File: src/rtl/timer_apb_regs.sv
// -----------------------------------------------------------------------------
// timer_apb_regs
//
// APB slave register bank in front of the 8-bit timer counter stage. Holds the
// software-visible TDR (reload/compare data), TCR (control) and TSR (status)
// registers, feeds TDR/TCR/Clk_SEL to the counter, and turns the counter's
// over_flow/under_flow indications into sticky, write-0-to-clear status flags
// plus a combined interrupt.
//
// Register map (PADDR):
//   0x00 TDR  R/W [7:0]
//   0x01 TCR  R/W [7:0]   ([1:0] = Clk_SEL, [6] = OVF irq enable, [3] = UDF irq enable)
//   0x02 TSR  [0] OVF, [1] UDF, [7:2] read 0; writing 0 to a bit clears it
//   other     PSLVERR=1, writes ignored, PRDATA=0
//
// Ports:
//   PCLK, RST                      clock, asynchronous active-low reset
//   PSEL, PENABLE, PWRITE,
//   PADDR[7:0], PWDATA[7:0]        APB request
//   PRDATA[7:0], PREADY, PSLVERR   APB response (all registered)
//   TDR[7:0], TCR[7:0], Clk_SEL    register outputs to the counter
//   over_flow, under_flow          counter events (level or pulse, PCLK domain)
//   irq                            (TSR[0] & TCR[6]) | (TSR[1] & TCR[3])
// -----------------------------------------------------------------------------
module timer_apb_regs #(
  parameter int unsigned WAIT_CYCLES = 0,      // PREADY-low access cycles, 0..7
  parameter logic [7:0]  TDR_RST     = 8'h00,
  parameter logic [7:0]  TCR_RST     = 8'h00
) (
  input  logic       PCLK,
  input  logic       RST,
  input  logic       PSEL,
  input  logic       PENABLE,
  input  logic       PWRITE,
  input  logic [7:0] PADDR,
  input  logic [7:0] PWDATA,
  output logic [7:0] PRDATA,
  output logic       PREADY,
  output logic       PSLVERR,
  output logic [7:0] TDR,
  output logic [7:0] TCR,
  output logic [1:0] Clk_SEL,
  input  logic       over_flow,
  input  logic       under_flow,
  output logic       irq
);

  typedef enum logic [1:0] {
    S_IDLE,
    S_SETUP,
    S_WAIT,
    S_ACCESS
  } state_t;

  // Last wait-counter value before PREADY is raised (unused when WAIT_CYCLES=0).
  localparam logic [2:0] WAIT_LAST = (WAIT_CYCLES == 0) ? 3'd0 : 3'(WAIT_CYCLES - 1);

  state_t      r_state;
  logic [2:0]  r_wait_cnt;
  logic [7:0]  r_tdr;
  logic [7:0]  r_tcr;
  logic [1:0]  r_tsr;
  logic        r_ovf_prev;
  logic        r_udf_prev;

  logic        w_setup_phase;
  logic        w_sel_tdr;
  logic        w_sel_tcr;
  logic        w_sel_tsr;
  logic        w_addr_err;
  logic        w_enter_access;
  logic        w_commit;
  logic [7:0]  w_rd_data;
  logic [1:0]  w_tsr_clr;
  logic [1:0]  w_tsr_set;

  assign w_setup_phase = PSEL & ~PENABLE;
  assign w_sel_tdr     = (PADDR == 8'h00);
  assign w_sel_tcr     = (PADDR == 8'h01);
  assign w_sel_tsr     = (PADDR == 8'h02);
  assign w_addr_err    = ~(w_sel_tdr | w_sel_tcr | w_sel_tsr);

  // The setup phase is recognised on the edge that ends it, so with zero wait
  // states PREADY is already high in the first PENABLE cycle.
  assign w_enter_access =
      (((r_state == S_IDLE) || (r_state == S_SETUP)) && w_setup_phase && (WAIT_CYCLES == 0)) ||
      ((r_state == S_WAIT) && PSEL && (r_wait_cnt == WAIT_LAST));

  // Writes land on the edge that closes the PREADY=1 cycle; a dropped PSEL
  // in that cycle cancels the update.
  assign w_commit = (r_state == S_ACCESS) & PSEL & PENABLE & PWRITE;

  // NOTE: every signal assigned in always_comb gets a default first so no latch is inferred.
  always_comb begin
    w_rd_data = 8'h00;
    if (w_sel_tdr)      w_rd_data = r_tdr;
    else if (w_sel_tcr) w_rd_data = r_tcr;
    else if (w_sel_tsr) w_rd_data = {6'b0, r_tsr};
  end

  // Rising-edge detect: a level held high sets its flag only once.
  assign w_tsr_set = {under_flow & ~r_udf_prev, over_flow & ~r_ovf_prev};
  // Write-0-to-clear; a set event on the same edge wins.
  assign w_tsr_clr = (w_commit && w_sel_tsr) ? ~PWDATA[1:0] : 2'b00;

  // NOTE: sequential state uses non-blocking assignments so every register samples pre-edge values.
  always_ff @(posedge PCLK or negedge RST) begin
    if (!RST) begin
      r_state    <= S_IDLE;
      r_wait_cnt <= 3'd0;
    end else begin
      case (r_state)
        S_IDLE, S_SETUP: begin
          if (w_setup_phase) begin
            r_wait_cnt <= 3'd0;
            r_state    <= (WAIT_CYCLES == 0) ? S_ACCESS : S_WAIT;
          end else if (!PSEL) begin
            r_state <= S_IDLE;
          end
        end
        S_WAIT: begin
          if (!PSEL) begin
            r_state <= S_IDLE;
          end else if (r_wait_cnt == WAIT_LAST) begin
            r_state <= S_ACCESS;
          end else begin
            r_wait_cnt <= r_wait_cnt + 3'd1;
          end
        end
        // PENABLE is still high here; a held PSEL means a back-to-back
        // transfer may present its setup phase next cycle.
        S_ACCESS: r_state <= PSEL ? S_SETUP : S_IDLE;
        default:  r_state <= S_IDLE;
      endcase
    end
  end

  // Response is captured on entry to ACCESS and held for exactly that cycle.
  always_ff @(posedge PCLK or negedge RST) begin
    if (!RST) begin
      PREADY  <= 1'b0;
      PRDATA  <= 8'h00;
      PSLVERR <= 1'b0;
    end else begin
      PREADY  <= w_enter_access;
      PRDATA  <= (w_enter_access && !PWRITE) ? w_rd_data : 8'h00;
      PSLVERR <= w_enter_access & w_addr_err;
    end
  end

  always_ff @(posedge PCLK or negedge RST) begin
    if (!RST) begin
      r_tdr      <= TDR_RST;
      r_tcr      <= TCR_RST;
      r_tsr      <= 2'b00;
      r_ovf_prev <= 1'b0;
      r_udf_prev <= 1'b0;
    end else begin
      if (w_commit && w_sel_tdr) r_tdr <= PWDATA;
      if (w_commit && w_sel_tcr) r_tcr <= PWDATA;
      r_tsr      <= w_tsr_set | (r_tsr & ~w_tsr_clr);
      r_ovf_prev <= over_flow;
      r_udf_prev <= under_flow;
    end
  end

  assign TDR     = r_tdr;
  assign TCR     = r_tcr;
  assign Clk_SEL = r_tcr[1:0];
  assign irq     = (r_tsr[0] & r_tcr[6]) | (r_tsr[1] & r_tcr[3]);

endmodule

File: config.mk
export PLATFORM = sky130hd
export DESIGN_NAME = timer_apb_regs
export DESIGN_NICKNAME = d
export VERILOG_FILES = /design/src/rtl/timer_apb_regs.sv
export SDC_FILE = /design/constraint.sdc
export NUM_CORES = 1
export LEC_CHECK = 0
export CAP_MARGIN = 20
export CORE_MARGIN = 4
export CORE_UTILIZATION = 41
export CTS_BUF_LIST = sky130_fd_sc_hd__clkbuf_8
export DETAILED_ROUTE_END_ITERATION = 6
export PLACE_DENSITY = 0.71
export SETUP_SLACK_MARGIN = 0.02
export SLEW_MARGIN = 0
export SYNTH_ARGS = -nofsm -noshare
export SYNTH_HDL_FRONTEND = slang
export SYNTH_SLANG_ARGS = --single-unit
File: constraint.sdc
create_clock -name PCLK -period 2.9 [get_ports PCLK]
set_input_delay 0.435 -clock PCLK [delete_from_list [all_inputs] [get_ports PCLK]]
set_output_delay 0.435 -clock PCLK [all_outputs]
set_load 0.02 [all_outputs]
Word level (Yosys, flattened, before mapping)
Index checks and enable logic that the tools add are counted.
{"block": "word_totals", "n_memories": 0, "rom_bits": 0, "latch_bits": 0, "inputBits": 23, "mem_bits_rw": 0, "ff_bits": 35}
{"block": "classes", "multipliers": 0, "n_lt_le_gt_ge": 0, "n_mux": 15, "eq_ne": 10, "add_sub_neg": 1, "n_reduce_logical": 17, "n_shift": 0, "n_div": 0, "n_bitwise": 20}
{"op": "$mux W8", "n": 3}
{"op": "$mux W2", "n": 6}
{"op": "$and A1 B1 Y1", "n": 9}
{"op": "$mux W3", "n": 3}
{"op": "$eq A8 B1 Y1 const B", "n": 1}
{"op": "$eq A8 B2 Y1 const B", "n": 1}
{"op": "$logic_not A8 Y1", "n": 1}
{"op": "$logic_and A1 B1 Y1", "n": 7}
{"op": "$ne A2 B2 Y1 const B", "n": 3}
{"op": "$pmux W2 S3", "n": 1}
{"op": "$pmux W3 S2", "n": 1}
{"op": "$eq A2 B2 Y1 const B", "n": 2}
{"op": "$not A1 Y1", "n": 4}
{"op": "$not A2 Y2", "n": 2}
{"op": "$reduce_and A4 Y1", "n": 1}
{"op": "$add A3 B1 Y3 const B", "n": 1}
{"op": "$logic_not A3 Y1", "n": 1}
{"op": "$ne A3 B2 Y1 const B", "n": 1}
{"op": "$ne A3 B3 Y1 const B", "n": 1}
{"op": "$or A1 B1 Y1", "n": 3}
{"op": "$and A2 B2 Y2", "n": 1}
{"op": "$eq A2 B1 Y1 const B", "n": 1}
{"op": "$logic_not A2 Y1", "n": 1}
{"op": "$logic_or A1 B1 Y1", "n": 2}
{"op": "other kinds (6)", "n": 6}

Longest topological paths before layout
{"block": "logic_depth", "ltp_word": 9, "depth_mapped": 6, "ltp_nobuf": 6}

Worst setup path before layout
Ideal clock, no wire load.
{"block": "synth_timing", "path_type": "input to register", "start": "input PADDR[5]", "end": "register r_tcr[0] (netlist: TCR[0])", "stages": 4, "setup_slack_ns": 1.106, "required_time_ns": 2.775, "t_arrival_ns": 1.669, "n_path_buf": 0, "cell_sequence": "nor4_4 nand4_2 nor3b_4 mux2_2"}
{"block": "synth_between", "elab_chain_cells": 2}
{"item": "start, declared", "line_no": "35", "text": "input logic [7:0] PADDR,"}
{"item": "$eq A8 B1 Y1", "line_no": "79", "text": "assign w_sel_tcr = (PADDR == 8'h01);"}
{"item": "$logic_and A1 B1 Y1", "line_no": "160", "text": "if (w_commit && w_sel_tcr) r_tcr <= PWDATA;"}
{"item": "end signal, assigned", "line_no": "154", "text": "r_tcr <= TCR_RST;"}
{"item": "end signal, assigned", "line_no": "160"}
{"item": "end, declared", "line_no": "61", "text": "logic [7:0] r_tcr;"}
No other way between the ends.
A chain may end at the register's enable or synchronous reset.

Worst setup path after layout
Same ends and word-level chain as after synthesis.

==> flow_summary.yaml <==
floorplanning:
  core_sq_um: 3660
  pin_count: 52
  rows: 22
  die_y_microns: 69.6
  fp.dieW_microns: 69.6
  die_area_sq_um: 4850
  start_util_pct: 42.5
clocking:
  tritoncts: "done"
  numCtsBuffers: 5
  cts_buffer_depth: 2
  cts_sinks: 35
  clkTransAtPathRegs_ps: 60
  cts_resized: 0
  cts_htree_levels: 2
  post-cts-setup-buffers: 0
  cts_root_buffer: "clkbuf_8"
  clk_latency_ps: 280
  ctsHoldBuffers: 0
setup_path:
  crit_chain: "clkdlybuf4s50_1, nor4_4, nand4_2, nor3b_4, mux2_2"
  startpoint_type: "input port"
  critical_path_peak_fanout: 8
  crit_family: "simple AND/OR/NAND/NOR gates"
  crit_type: "in -> reg"
  reg2reg_from: "r_state[1]"
  cp.arrival_ps: 2300
  setup.worst_path.start: "PADDR[5]"
  slowest_delay_ps: 490
  endpoint_kind: "flip-flop"
  cp_slowest_cell: "nor3b_4"
  required_ps: 3060
  critical_path_buf_inv_count: 1
place:
  place_congestion: 0.728
  placed_cell_area_sq_um: 2110
  dp_hpwl_microns: 2780
  io_buffer_count: 51
finish:
  fin_util_pct: 59.7
  final_area_sq_um: 2190
  area_growth_pct: 40.5
  antenna_cells: 0
  final_nets: 204
  drive_above_1_share_pct: 15.7
power_and_ir_drop:
  power-per-cell-area_nw_per_um2: 463
  peakVddDrop_v: 0.000280
  power_leakage_nw: 0.997
  power.total_mw: 1.01
synthesis:
  synth_area_sq_um: 1560
  yosysSeqAreaShare_pct: 56.3
  synth_compound_area_share_pct: 6.27
  muxShareOfSynthArea_pct: 18.0
  synth_xor_area_share_pct: 0
  synth_edf_count: 0
  synthSimpleGateAreaFrac_pct: 14.1
  yosysTopAreaCell: "dfrtp_1"
  ys_types: 29
  synth_top_family_by_area: "multiplexers"
  synth-seq-cells: 35
  async_reset_ff_share_pct: 100
  syn_area_per_cell_sq_um: 12.6
  yosys-top-cells-count: "dfrtp_1, mux2_2, mux2i_1, inv_1, nor4_1"
  synth.most_common_cell: "dfrtp_1"
  synthAdderAreaFrac_pct: 1.61
  netlist_top_cells_area: "dfrtp_1, mux2_2, mux2i_1"
  synthCells: 124
  synth-main-ff-cell: "dfrtp_1"
  syn_nets: 149
  synth_top_area_share_pct: 56.3
  synth_warnings: 0
min_path:
  min_from: "TDR[0]"
  min-delay-path-class: "reg -> reg"
grt:
  grt_start_max_net_pins: 36
  grt_pass1_wl_microns: 6360
  grt.overflow.total: 0
  grt.total_usage_pct: 16.8
  grt_antenna_before_repair: 0
  grt_pass1_vias: 1272
routing:
  route.detailed.drc: 0
  wl_per_cell_microns: 16.4
  vias: 1140
  drt-initial-drc-count: 57
  first_pass_iters: 4
  viasPerCell: 5.04
  ant_nets: 0
  routed_wl_microns: 3710
sta:
  skew_ps: 5.48
  tightest_slew_ps: 516
  fmax_mhz: 467
  fin_crit_sh_pct: 73.8
  fin_tns_setup_ps: 0
  relSlewSlack_pct: 65.5
  layout_min_cycle_time_ps: 2140
  setup_viol: 0
  rsz0062_at_grt: "false"
  finalHoldViolations: 0
  finalMaxSlewViolations: 0
status:
  status: "finished clean"
job:
  cap_violations: 0
-- routing by layer --
metal	GRT usage, %	share of wire [%]	up-vias
met5	0	0	-
met4	5.11	0.51	0
met3	6.52	6.1	2
met2	27.4	50	36
met1	20.5	44	555
li1	-	-	547
-- metrics by stage --
step                      cells  hold WS, ps  setup WS [ps]
after floorplan             124          139           1110
after global placement      220          521            484
after detailed placement    220          525            443
after CTS                   226          539            746
after global routing        226          568            684
final                       226          540            759
-- area by class of cell --
class / count / area [sq um]
fillers: 323 / 1470
flip-flops and latches: 35 / 876
multi-input cells: 76 / 623
repair buffers: 53 / 526
clock buffers: 5 / 68.8
well taps: 48 / 60.1
inverters: 8 / 30.0
clock inverters: 1 / 3.75
-- final timing paths --
check	end	slack (ps)	cells after the start
setup / recovery	TCR[0]	760	5
hold / removal	TDR[0]	540	1
setup reg to reg	TCR[0]	1060	4
hold reg to reg	TDR[0]	540	1
max in group asynchronous	TCR[7]	2020	2
min in group asynchronous	TDR[3]	560	2
-- cell families after synthesis --
family,after synthesis
multiplexers,26
buffers and inverters,13
adder cells (fa/ha/maj),2
AND/OR/NAND/NOR,33
AO/OA/AOI/OAI,15
flip-flops,35
-- power by group --
group | switching [mW] | internal (mW) | leakage (nW)
combinational | 0.0895 | 0.0852 | 0.489
sequential | 0.0189 | 0.512 | 0.467
clock | 0.151 | 0.156 | 0.0413
total | 0.260 | 0.754 | 0.997
-- state kept, by name, indices dropped and copies added, names as in the netlist --
signal,count
r_state,2
r_udf_prev,1
PSLVERR,1
TDR,8
r_ovf_prev,1
TCR,8
PRDATA,8
r_wait_cnt,3
r_tsr,2
PREADY,1
-- placed cells by master (no fill, tap or decap), drive strengths merged --
cell type,count
ha,2
clkdlybuf4s50,51
mux2i,10
o211ai,1
nand4,1
buf,2
o21ai,4
a22o,3
nand3,1
nor3b,2
nand2b,2
nor2b,2
dfrtp,35
and3,1
o311ai,1
nand2,7
inv,9
nor2,5
clkbuf,5
a21oi,4
or2,1
nor3,1
mux2,16
nor4,9
a22oi,2
and2,1
(Power assumes the default switching activity.)
